**src/rtl/aho_table_writer_if.sv**
```systemverilog
// Command stream into the Aho-Corasick table writer: valid/ready handshake plus opcode and operands.
// The host/loader side uses the master modport; the writer uses the slave modport.
interface aho_table_writer_if #(
  parameter int STATE_W = 8,
  parameter int CHARA_W = 4
);
  logic               cmd_valid;
  logic               cmd_ready;
  logic [1:0]         cmd_op;
  logic [STATE_W-1:0] cmd_state;
  logic [CHARA_W-1:0] cmd_chara;
  logic [STATE_W-1:0] cmd_next;

  modport master (
    output cmd_valid, cmd_op, cmd_state, cmd_chara, cmd_next,
    input  cmd_ready
  );

  modport slave (
    input  cmd_valid, cmd_op, cmd_state, cmd_chara, cmd_next,
    output cmd_ready
  );
endinterface

```
**src/rtl/aho_table_writer.sv**
```systemverilog
// Loads Aho-Corasick goto/failure tables from a command stream as registered one-cycle RAM writes.
// Optional zero-fill sweep on START is enabled by defining AHO_TABLE_WRITER_CLEAR_EN.
module aho_table_writer #(
  parameter int DEPTH   = 32,
  parameter int STATE_W = 8,
  parameter int CHARA_W = 4,
  parameter int ADDR_W  = 5
) (
  input  logic               clk,
  input  logic               rst,
  aho_table_writer_if.slave  cmd,
  output logic               goto_we_o,
  output logic [ADDR_W-1:0]  goto_addr_o,
  output logic [STATE_W-1:0] goto_cur_o,
  output logic [CHARA_W-1:0] goto_chara_o,
  output logic [STATE_W-1:0] goto_next_o,
  output logic               fail_we_o,
  output logic [ADDR_W-1:0]  fail_addr_o,
  output logic [STATE_W-1:0] fail_data_o,
  output logic [ADDR_W:0]    goto_count_o,
  output logic               table_valid_o,
  output logic               error_o
);

  localparam logic [1:0] OP_START = 2'b00;
  localparam logic [1:0] OP_GOTO  = 2'b01;
  localparam logic [1:0] OP_FAIL  = 2'b10;
  localparam logic [1:0] OP_END   = 2'b11;

  typedef enum logic [1:0] {
    S_IDLE  = 2'd0,
    S_LOAD  = 2'd1,
    S_CLEAR = 2'd2
  } state_t;

  state_t             state_q, state_d;
  logic [ADDR_W:0]    count_q, count_d;
  logic               valid_q, valid_d;
  logic               error_q, error_d;
  logic               goto_we_q, goto_we_d;
  logic [ADDR_W-1:0]  goto_addr_q, goto_addr_d;
  logic [STATE_W-1:0] goto_cur_q, goto_cur_d;
  logic [CHARA_W-1:0] goto_chara_q, goto_chara_d;
  logic [STATE_W-1:0] goto_next_q, goto_next_d;
  logic               fail_we_q, fail_we_d;
  logic [ADDR_W-1:0]  fail_addr_q, fail_addr_d;
  logic [STATE_W-1:0] fail_data_q, fail_data_d;
  logic               cmd_ready;
  logic               accept;
  logic               fail_in_range;

`ifdef AHO_TABLE_WRITER_CLEAR_EN
  logic [ADDR_W-1:0]  clr_addr_q, clr_addr_d;
`endif

  assign cmd_ready     = (state_q != S_CLEAR);
  assign cmd.cmd_ready = cmd_ready;
  assign accept        = cmd.cmd_valid && cmd_ready;
  assign fail_in_range = (cmd.cmd_state != '0) && (cmd.cmd_state <= STATE_W'(DEPTH));

  always_comb begin
    state_d      = state_q;
    count_d      = count_q;
    valid_d      = valid_q;
    error_d      = error_q;
    goto_we_d    = 1'b0;
    goto_addr_d  = goto_addr_q;
    goto_cur_d   = goto_cur_q;
    goto_chara_d = goto_chara_q;
    goto_next_d  = goto_next_q;
    fail_we_d    = 1'b0;
    fail_addr_d  = fail_addr_q;
    fail_data_d  = fail_data_q;
`ifdef AHO_TABLE_WRITER_CLEAR_EN
    clr_addr_d   = clr_addr_q;
`endif
    case (state_q)
      S_IDLE, S_LOAD: begin
        if (accept) begin
          case (cmd.cmd_op)
            OP_START: begin
              valid_d = 1'b0;
              error_d = 1'b0;
              count_d = '0;
`ifdef AHO_TABLE_WRITER_CLEAR_EN
              // Address 0 is written on the START edge itself so the sweep ends DEPTH cycles later.
              state_d      = S_CLEAR;
              goto_we_d    = 1'b1;
              fail_we_d    = 1'b1;
              goto_addr_d  = '0;
              fail_addr_d  = '0;
              goto_cur_d   = '0;
              goto_chara_d = '0;
              goto_next_d  = '0;
              fail_data_d  = '0;
              clr_addr_d   = ADDR_W'(1);
`else
              state_d = S_LOAD;
`endif
            end
            OP_GOTO: begin
              if (state_q == S_LOAD && count_q < (ADDR_W+1)'(DEPTH)) begin
                goto_we_d    = 1'b1;
                goto_addr_d  = count_q[ADDR_W-1:0];
                goto_cur_d   = cmd.cmd_state;
                goto_chara_d = cmd.cmd_chara;
                goto_next_d  = cmd.cmd_next;
                count_d      = count_q + (ADDR_W+1)'(1);
              end else begin
                error_d = 1'b1;
              end
            end
            OP_FAIL: begin
              if (state_q == S_LOAD && fail_in_range) begin
                fail_we_d   = 1'b1;
                fail_addr_d = ADDR_W'(cmd.cmd_state - STATE_W'(1));
                fail_data_d = cmd.cmd_next;
              end else begin
                error_d = 1'b1;
              end
            end
            default: begin
              if (state_q == S_LOAD) begin
                valid_d = 1'b1;
                state_d = S_IDLE;
              end else begin
                error_d = 1'b1;
              end
            end
          endcase
        end
      end
`ifdef AHO_TABLE_WRITER_CLEAR_EN
      S_CLEAR: begin
        // Address wraps to 0 once DEPTH-1 is written; that cycle hands over to LOAD.
        if (clr_addr_q == '0) begin
          state_d = S_LOAD;
        end else begin
          goto_we_d    = 1'b1;
          fail_we_d    = 1'b1;
          goto_addr_d  = clr_addr_q;
          fail_addr_d  = clr_addr_q;
          goto_cur_d   = '0;
          goto_chara_d = '0;
          goto_next_d  = '0;
          fail_data_d  = '0;
          clr_addr_d   = clr_addr_q + ADDR_W'(1);
        end
      end
`endif
      default: state_d = S_IDLE;
    endcase
  end

  always_ff @(posedge clk or posedge rst) begin
    if (rst) begin
      state_q      <= S_IDLE;
      count_q      <= '0;
      valid_q      <= 1'b0;
      error_q      <= 1'b0;
      goto_we_q    <= 1'b0;
      goto_addr_q  <= '0;
      goto_cur_q   <= '0;
      goto_chara_q <= '0;
      goto_next_q  <= '0;
      fail_we_q    <= 1'b0;
      fail_addr_q  <= '0;
      fail_data_q  <= '0;
    end else begin
      state_q      <= state_d;
      count_q      <= count_d;
      valid_q      <= valid_d;
      error_q      <= error_d;
      goto_we_q    <= goto_we_d;
      goto_addr_q  <= goto_addr_d;
      goto_cur_q   <= goto_cur_d;
      goto_chara_q <= goto_chara_d;
      goto_next_q  <= goto_next_d;
      fail_we_q    <= fail_we_d;
      fail_addr_q  <= fail_addr_d;
      fail_data_q  <= fail_data_d;
    end
  end

`ifdef AHO_TABLE_WRITER_CLEAR_EN
  always_ff @(posedge clk or posedge rst) begin
    if (rst) clr_addr_q <= '0;
    else     clr_addr_q <= clr_addr_d;
  end
`endif

  assign goto_we_o     = goto_we_q;
  assign goto_addr_o   = goto_addr_q;
  assign goto_cur_o    = goto_cur_q;
  assign goto_chara_o  = goto_chara_q;
  assign goto_next_o   = goto_next_q;
  assign fail_we_o     = fail_we_q;
  assign fail_addr_o   = fail_addr_q;
  assign fail_data_o   = fail_data_q;
  assign goto_count_o  = count_q;
  assign table_valid_o = valid_q;
  assign error_o       = error_q;

endmodule

```
**src/flat_wrapper.sv**
```systemverilog
// flat-port wrapper written by rule: the top's interface ports become plain ports
module aho_table_writer_flat 
#(
  parameter int DEPTH   = 32,
  parameter int STATE_W = 8,
  parameter int CHARA_W = 4,
  parameter int ADDR_W  = 5
)
  (clk, rst, goto_we_o, goto_addr_o, goto_cur_o, goto_chara_o, goto_next_o, fail_we_o, fail_addr_o, fail_data_o, goto_count_o, table_valid_o, error_o, cmd_cmd_valid, cmd_cmd_op, cmd_cmd_state, cmd_cmd_chara, cmd_cmd_next, cmd_cmd_ready);
  aho_table_writer_if #(.STATE_W(STATE_W), .CHARA_W(CHARA_W)) cmd_i ();
  input  logic clk;
  input  logic rst;
  output logic goto_we_o;
  output logic [ADDR_W-1:0] goto_addr_o;
  output logic [STATE_W-1:0] goto_cur_o;
  output logic [CHARA_W-1:0] goto_chara_o;
  output logic [STATE_W-1:0] goto_next_o;
  output logic fail_we_o;
  output logic [ADDR_W-1:0] fail_addr_o;
  output logic [STATE_W-1:0] fail_data_o;
  output logic [ADDR_W:0] goto_count_o;
  output logic table_valid_o;
  output logic error_o;
  input wire logic [$bits(cmd_i.cmd_valid)-1:0] cmd_cmd_valid;
  input wire logic [$bits(cmd_i.cmd_op)-1:0] cmd_cmd_op;
  input wire logic [$bits(cmd_i.cmd_state)-1:0] cmd_cmd_state;
  input wire logic [$bits(cmd_i.cmd_chara)-1:0] cmd_cmd_chara;
  input wire logic [$bits(cmd_i.cmd_next)-1:0] cmd_cmd_next;
  output wire logic [$bits(cmd_i.cmd_ready)-1:0] cmd_cmd_ready;
  assign cmd_i.cmd_valid = cmd_cmd_valid;
  assign cmd_i.cmd_op = cmd_cmd_op;
  assign cmd_i.cmd_state = cmd_cmd_state;
  assign cmd_i.cmd_chara = cmd_cmd_chara;
  assign cmd_i.cmd_next = cmd_cmd_next;
  assign cmd_cmd_ready = cmd_i.cmd_ready;
  aho_table_writer #(.DEPTH(DEPTH), .STATE_W(STATE_W), .CHARA_W(CHARA_W), .ADDR_W(ADDR_W)) u_core (.clk(clk), .rst(rst), .cmd(cmd_i), .goto_we_o(goto_we_o), .goto_addr_o(goto_addr_o), .goto_cur_o(goto_cur_o), .goto_chara_o(goto_chara_o), .goto_next_o(goto_next_o), .fail_we_o(fail_we_o), .fail_addr_o(fail_addr_o), .fail_data_o(fail_data_o), .goto_count_o(goto_count_o), .table_valid_o(table_valid_o), .error_o(error_o));
endmodule
```
**config.mk**
```make
export PLATFORM = sky130hd
export DESIGN_NAME = aho_table_writer_flat
export DESIGN_NICKNAME = d
export VERILOG_FILES = /design/src/rtl/aho_table_writer_if.sv /design/src/rtl/aho_table_writer.sv /design/src/flat_wrapper.sv
export SDC_FILE = /design/constraint.sdc
export NUM_CORES = 1
export LEC_CHECK = 0
export CAP_MARGIN = 20
export CORE_MARGIN = 10
export CORE_UTILIZATION = 44
export CTS_CLUSTER_SIZE = 12
export DETAILED_ROUTE_END_ITERATION = 7
export HOLD_SLACK_MARGIN = 0.05
export PLACE_DENSITY = 0.78
export SLEW_MARGIN = 40
export SYNTH_ARGS = -nofsm -noshare
export SYNTH_HDL_FRONTEND = slang
export SYNTH_SLANG_ARGS = --single-unit
```
**constraint.sdc**
```tcl
create_clock -name clk -period 2.1 [get_ports clk]
set_clock_uncertainty 0.1 [all_clocks]
set_input_delay 0.21 -clock clk [delete_from_list [all_inputs] [get_ports clk]]
set_output_delay 0.21 -clock clk [all_outputs]
set_load 0.05 [all_outputs]
```
Yosys cells after proc, flatten, opt, wreduce, memory -nomap -nowiden
Index checks and enable logic that the tools add are counted.

storage, ports and cells
  register bits = 50
  input bits = 25

cells by class
  muxes and demuxes = 20
  reduce and logical (&&, ||, !) cells = 17
  equality and inequality tests = 11
  $add $sub $neg = 2
  $lt $le $gt $ge = 2
  bitwise logic cells = 1

operators with widths
  kind                                                                    number
  4-bit AND reduction                                                     4
  1-bit 2-to-1 mux                                                        12
  6-bit one-hot mux with 2 select lines                                   1
  8-bit by 6-bit <= comparator with 1-bit output (second input constant)  1
  2-bit != test (second input constant)                                   4
  8-bit nonzero test                                                      1
  6-bit by 1-bit adder with 6-bit output (second input constant)          1
  6-bit less-than comparator (second input constant)                      1
  2-bit 2-to-1 mux                                                        3
  6-bit 2-to-1 mux                                                        1
  5-bit AND reduction                                                     1
  5-bit by 1-bit subtractor with 5-bit output (second input constant)     1
  2-bit by 1-bit equality test with 1-bit output (second input constant)  2
  1-bit logical AND                                                       4
  2-bit zero test                                                         2
  2-bit by 1-bit != test with 1-bit output (second input constant)        2
  4-bit != test (second input constant)                                   1
  2-bit one-hot mux with 2 select lines                                   1
  2-bit nonzero test                                                      2
  2-bit OR reduction                                                      2
  3-bit by 2-bit != test with 1-bit output (second input constant)        1
  1-bit one-hot mux with 3 select lines                                   1
  3-bit AND reduction                                                     1
  2-bit equality test (second input constant)                             1
  2 further kinds                                                         2

Logic depth before layout (Yosys ltp)
  depth after elaboration = 7
  depth in mapped cells = 7
  mapped depth without buffers = 6

Least setup slack after synthesis
Ideal clock, no wire load.

  path kind = flip-flop to flip-flop
  start = reg u_core.count_q[5] (netlist: u_core.goto_count_o[5])
  end = reg u_core.count_q[4] (netlist: u_core.goto_count_o[4])
  clock period less this slack = 1.748 ns
  setup slack = 0.352 ns
  cell stages (with the launch flop) = 5
  data arrival time = 1.568 ns
  required time = 1.921 ns
  setup time = 0.079 ns
  cell sequence = dfrtp_1 -> and3b_1 -> o21ai_0 -> o21a_1 -> a2bb2oi_1

on the way
  cells in the longest elaborated chain, start to end = 4

ends and longest elaborated chain
  what                                                line                     text
  start: declaration                                  aho_table_writer.sv:37   logic [ADDR_W:0] count_q, count_d;
  start signal: assignment                            aho_table_writer.sv:171  count_q <= count_d;
  6-bit less-than comparator                          aho_table_writer.sv:102  if (state_q == S_LOAD && count_q < (ADDR_W+1)'(DEPTH)) begin
  1-bit logical AND                                   aho_table_writer.sv:102
  2-bit by 1-bit != test with 1-bit output (no line)  --
  4-bit AND reduction (no line)                       --

Every way passes these cells.
A chain may end at the register's enable or synchronous reset.

Worst setup path after layout
  start = reg u_core.count_q[0] (netlist: u_core.goto_count_o[0])
  end = out goto_count_o[0]

RTL lines
  what              line                text
  end: declaration  flat_wrapper.sv:21  output logic [ADDR_W:0] goto_count_o;

No word-level cell between the ends.

==> flow_summary_export.csv <==
group,metric,value,unit
yosys,yosysWarnings,0,
yosys,async_flop_share,1.000,
layout,layout-drive-gt1-share,0.1390,
clocking,cts_buffers,5,
clocking,hold_buffers,0,
yosys,avgSynthCellArea,10.20,um^2
drt,via_per_inst,4.819,
drt,final_antenna_net_count,0,
yosys,synthCells,206,
yosys,synth_cell_type_count,35,
worst_setup_path,worst_ep_required_time,1.79,ns
yosys,synth_fp_nets,236,
global_route,gr-usage-met1,0.1589,
worst_setup_path,cp.buffers_inverters,1,
worst_setup_path,path_cells,"clkdlybuf4s50_1",
timing,whs,0.1949,ns
global_route,grt_busiest_layer,"met2",
worst_setup_path,cp_slowest_cell,"clkdlybuf4s50_1",
clocking,worstSkewPairLatency,0.29,ns
clocking,clock_path_buffers,2,
worst_setup_path,crit_family,"buffers and inverters",
floorplan,initial_core_util,0.4480,
pwr,peakVddDrop,656.3,uV
yosys,synth_edf_count,0,
worst_setup_path,worstPathArrival,1.59,ns
global_route,grt_overflow_total,0,
timing,relSlewSlack,0.6023,
pwr,leakage,1.526,nW
timing,finalHoldViolations,0,
floorplan,core,4692,um^2
drt,first_pass_iters,4,
drt,wire_per_inst,14.95,um
hold_path,hold_path.class,"in2async",
timing,setup_violations,0,
timing,worst_pin_slew,0.5956,ns
global_route,grt_pass1_vias,1743,
clocking,cts_tree,"done",
floorplan,die-area,7942,um^2
yosys,syn_area,2102,um^2
global_route,grt_use_total,0.1359,
drt,drt_wl_total,5217,um
yosys,yosysTopAreaCellShare,0.5833,
yosys,ys_seq_area_frac,0.5833,
timing,rsz0062_at_grt,"false",
pwr,p_per_area,1078,nW/um^2
global_route,grt_pass1_wl,8500,um
global_route,antenna_found_initial,0,
floorplan,die_w,89.12,um
yosys,synth.most_common_cell,"nand2_1",
clocking,cts.repair.resized,0,
floorplan,die_h,89.12,um
global_route,gr-usage-met3,0.05925,
yosys,ys_ff_latch,49,
clocking,cts.sinks,49,
place,place.gp.congestion,0.7943,
clocking,clk_pin_slew,0.09,ns
layout,multi_input_area,797.0,um^2
global_route,grt_max_degree,30,
timing,max_freq,0.5268,GHz
worst_setup_path,start_kind,"register",
run_status,outcome,"finished, final reports clean",
timing,finalCritPeriodShare,0.9040,
floorplan,rows,25,
timing,min_period,1.898,ns
floorplan,ios,74,
worst_setup_path,cp-end-kind,"output port",
layout,diodes,0,
drt,drc_errors,0,
job,cap_violations,0,
layout,regArea,1226,um^2
timing,slew_violations,0,
clocking,clock-root-buffer,"clkbuf_8",
yosys,synth.largest_area_cell,"dfrtp_1",
layout,areaGrowthSynthToFinish,47.56,%
timing,fin_ws,0.2017,ns
layout,fillers,382,
worst_setup_path,slowest_delay,0.84,ns
drt,drt_iter0_markers,75,
yosys,synth_commonest_cells,"nand2_1, dfrtp_1, inv_1, mux2_2, o21ai_0",
worst_setup_path,crit_type,"reg2out",
place,dp_hpwl,3999,um
worst_setup_path,cp_max_fo,6,
layout,nNetsFinal,324,
place,io_buffers,72,
global_route,use_met2,0.2231,
clocking,h-tree-depth,2,
yosys,ys.flop_type,"dfrtp_1",
clocking,post_cts_buffers,0,
yosys,synth.area.top_cells,"dfrtp_1, nand2_1, mux2_2, ha_1, inv_1",
drt,num_vias,1682,
place,dp_slack,-0.1101,ns
-- layout by cell type, fill, tap and decap left out, types with 2 or more instances in the layout --
| master | n |
|---|---|
| nor3_1 | 3 |
| nand3_1 | 3 |
| a2bb2oi_1 | 2 |
| xor2_1 | 4 |
| buf_4 | 15 |
| clkbuf_8 | 6 |
| inv_1 | 10 |
| o211ai_1 | 2 |
| nand2_1 | 73 |
| a21oi_1 | 3 |
| mux2_2 | 11 |
| dfrtp_1 | 49 |
| nor2_1 | 6 |
| clkdlybuf4s50_1 | 72 |
| o21ai_0 | 7 |
| ha_1 | 5 |
| buf_12 | 2 |
-- cell families (layout without fill, tap and decap cells) --
kind of cell,after synthesis,after routing,share of synthesized area
compound gates,19,19,0.06071
buf+inv,19,108,0.03750
simple gates,96,96,0.2024
flops,49,49,0.5833
fa+ha+maj,5,5,0.02976
xor+xnor,5,5,0.02083
mux,12,12,0.06369
other cells,1,1,0.001784
-- state kept, by name (all words and copies together), names as in the netlist --
register	flops
u_core.goto_next_o	8
u_core.goto_count_o	6
u_core.goto_cur_o	8
u_core.error_o	1
u_core.goto_chara_o	4
u_core.table_valid_o	1
u_core.fail_data_o	8
u_core.state_q	1
u_core.fail_we_o	1
u_core.fail_addr_o	5
u_core.goto_we_o	1
u_core.goto_addr_o	5
-- per-layer routing --
layer,up-vias,share of wire,wire length (um)
li1,843,-,-
met1,787,0.43,2250
met2,50,0.47,2464
met3,2,0.093,484
met4,0,0.0035,18
met5,-,0,0
-- area by class of cell --
type,count,share of cell area
Multi-Input combinational cell,138,0.2570
Tap cell,54,0.02178
Inverter,11,0.01331
Timing Repair Buffer,89,0.2816
Clock inverter,2,0.004437
Clock buffer,6,0.02662
Sequential cell,49,0.3953
-- where the power goes --
group          total, mW  internal (mW)  switching [mW]
Sequential          1.26           1.15           0.114
Combinational       1.51          0.502            1.00
Clock              0.574          0.267           0.307
Total               3.34           1.92            1.43
-- stage by stage --
stage,power (mW),util,instances,TNS (ns),instance area [um^2]
floorplan,2.226,-,206,0,2102
global placement,2.786,0.6405,341,-0.6374,3005
detailed placement,2.808,0.6405,341,-1.166,3005
CTS,3.396,0.6611,349,0,3102
global route,3.530,0.6611,349,0,3102
finish,3.344,0.6611,349,0,3102
-- worst paths after layout --
| check | from | end | slack (ns) | cells past startpoint |
|---|---|---|---|---|
| max | u_core.goto_count_o[0] | goto_count_o[0] | 0.20 | 1 |
| min | rst | u_core.goto_next_o[7] | 0.19 | 2 |
| max reg2reg | u_core.state_q[0] | u_core.error_o | 0.55 | 4 |
| min reg2reg | u_core.goto_next_o[7] | u_core.goto_next_o[7] | 0.38 | 2 |
| max in group asynchronous | rst | u_core.goto_count_o[3] | 1.16 | 3 |
| min in group clk | cmd_cmd_chara[1] | u_core.goto_chara_o[1] | 0.33 | 3 |
Power figures use the tool's default switching activity.
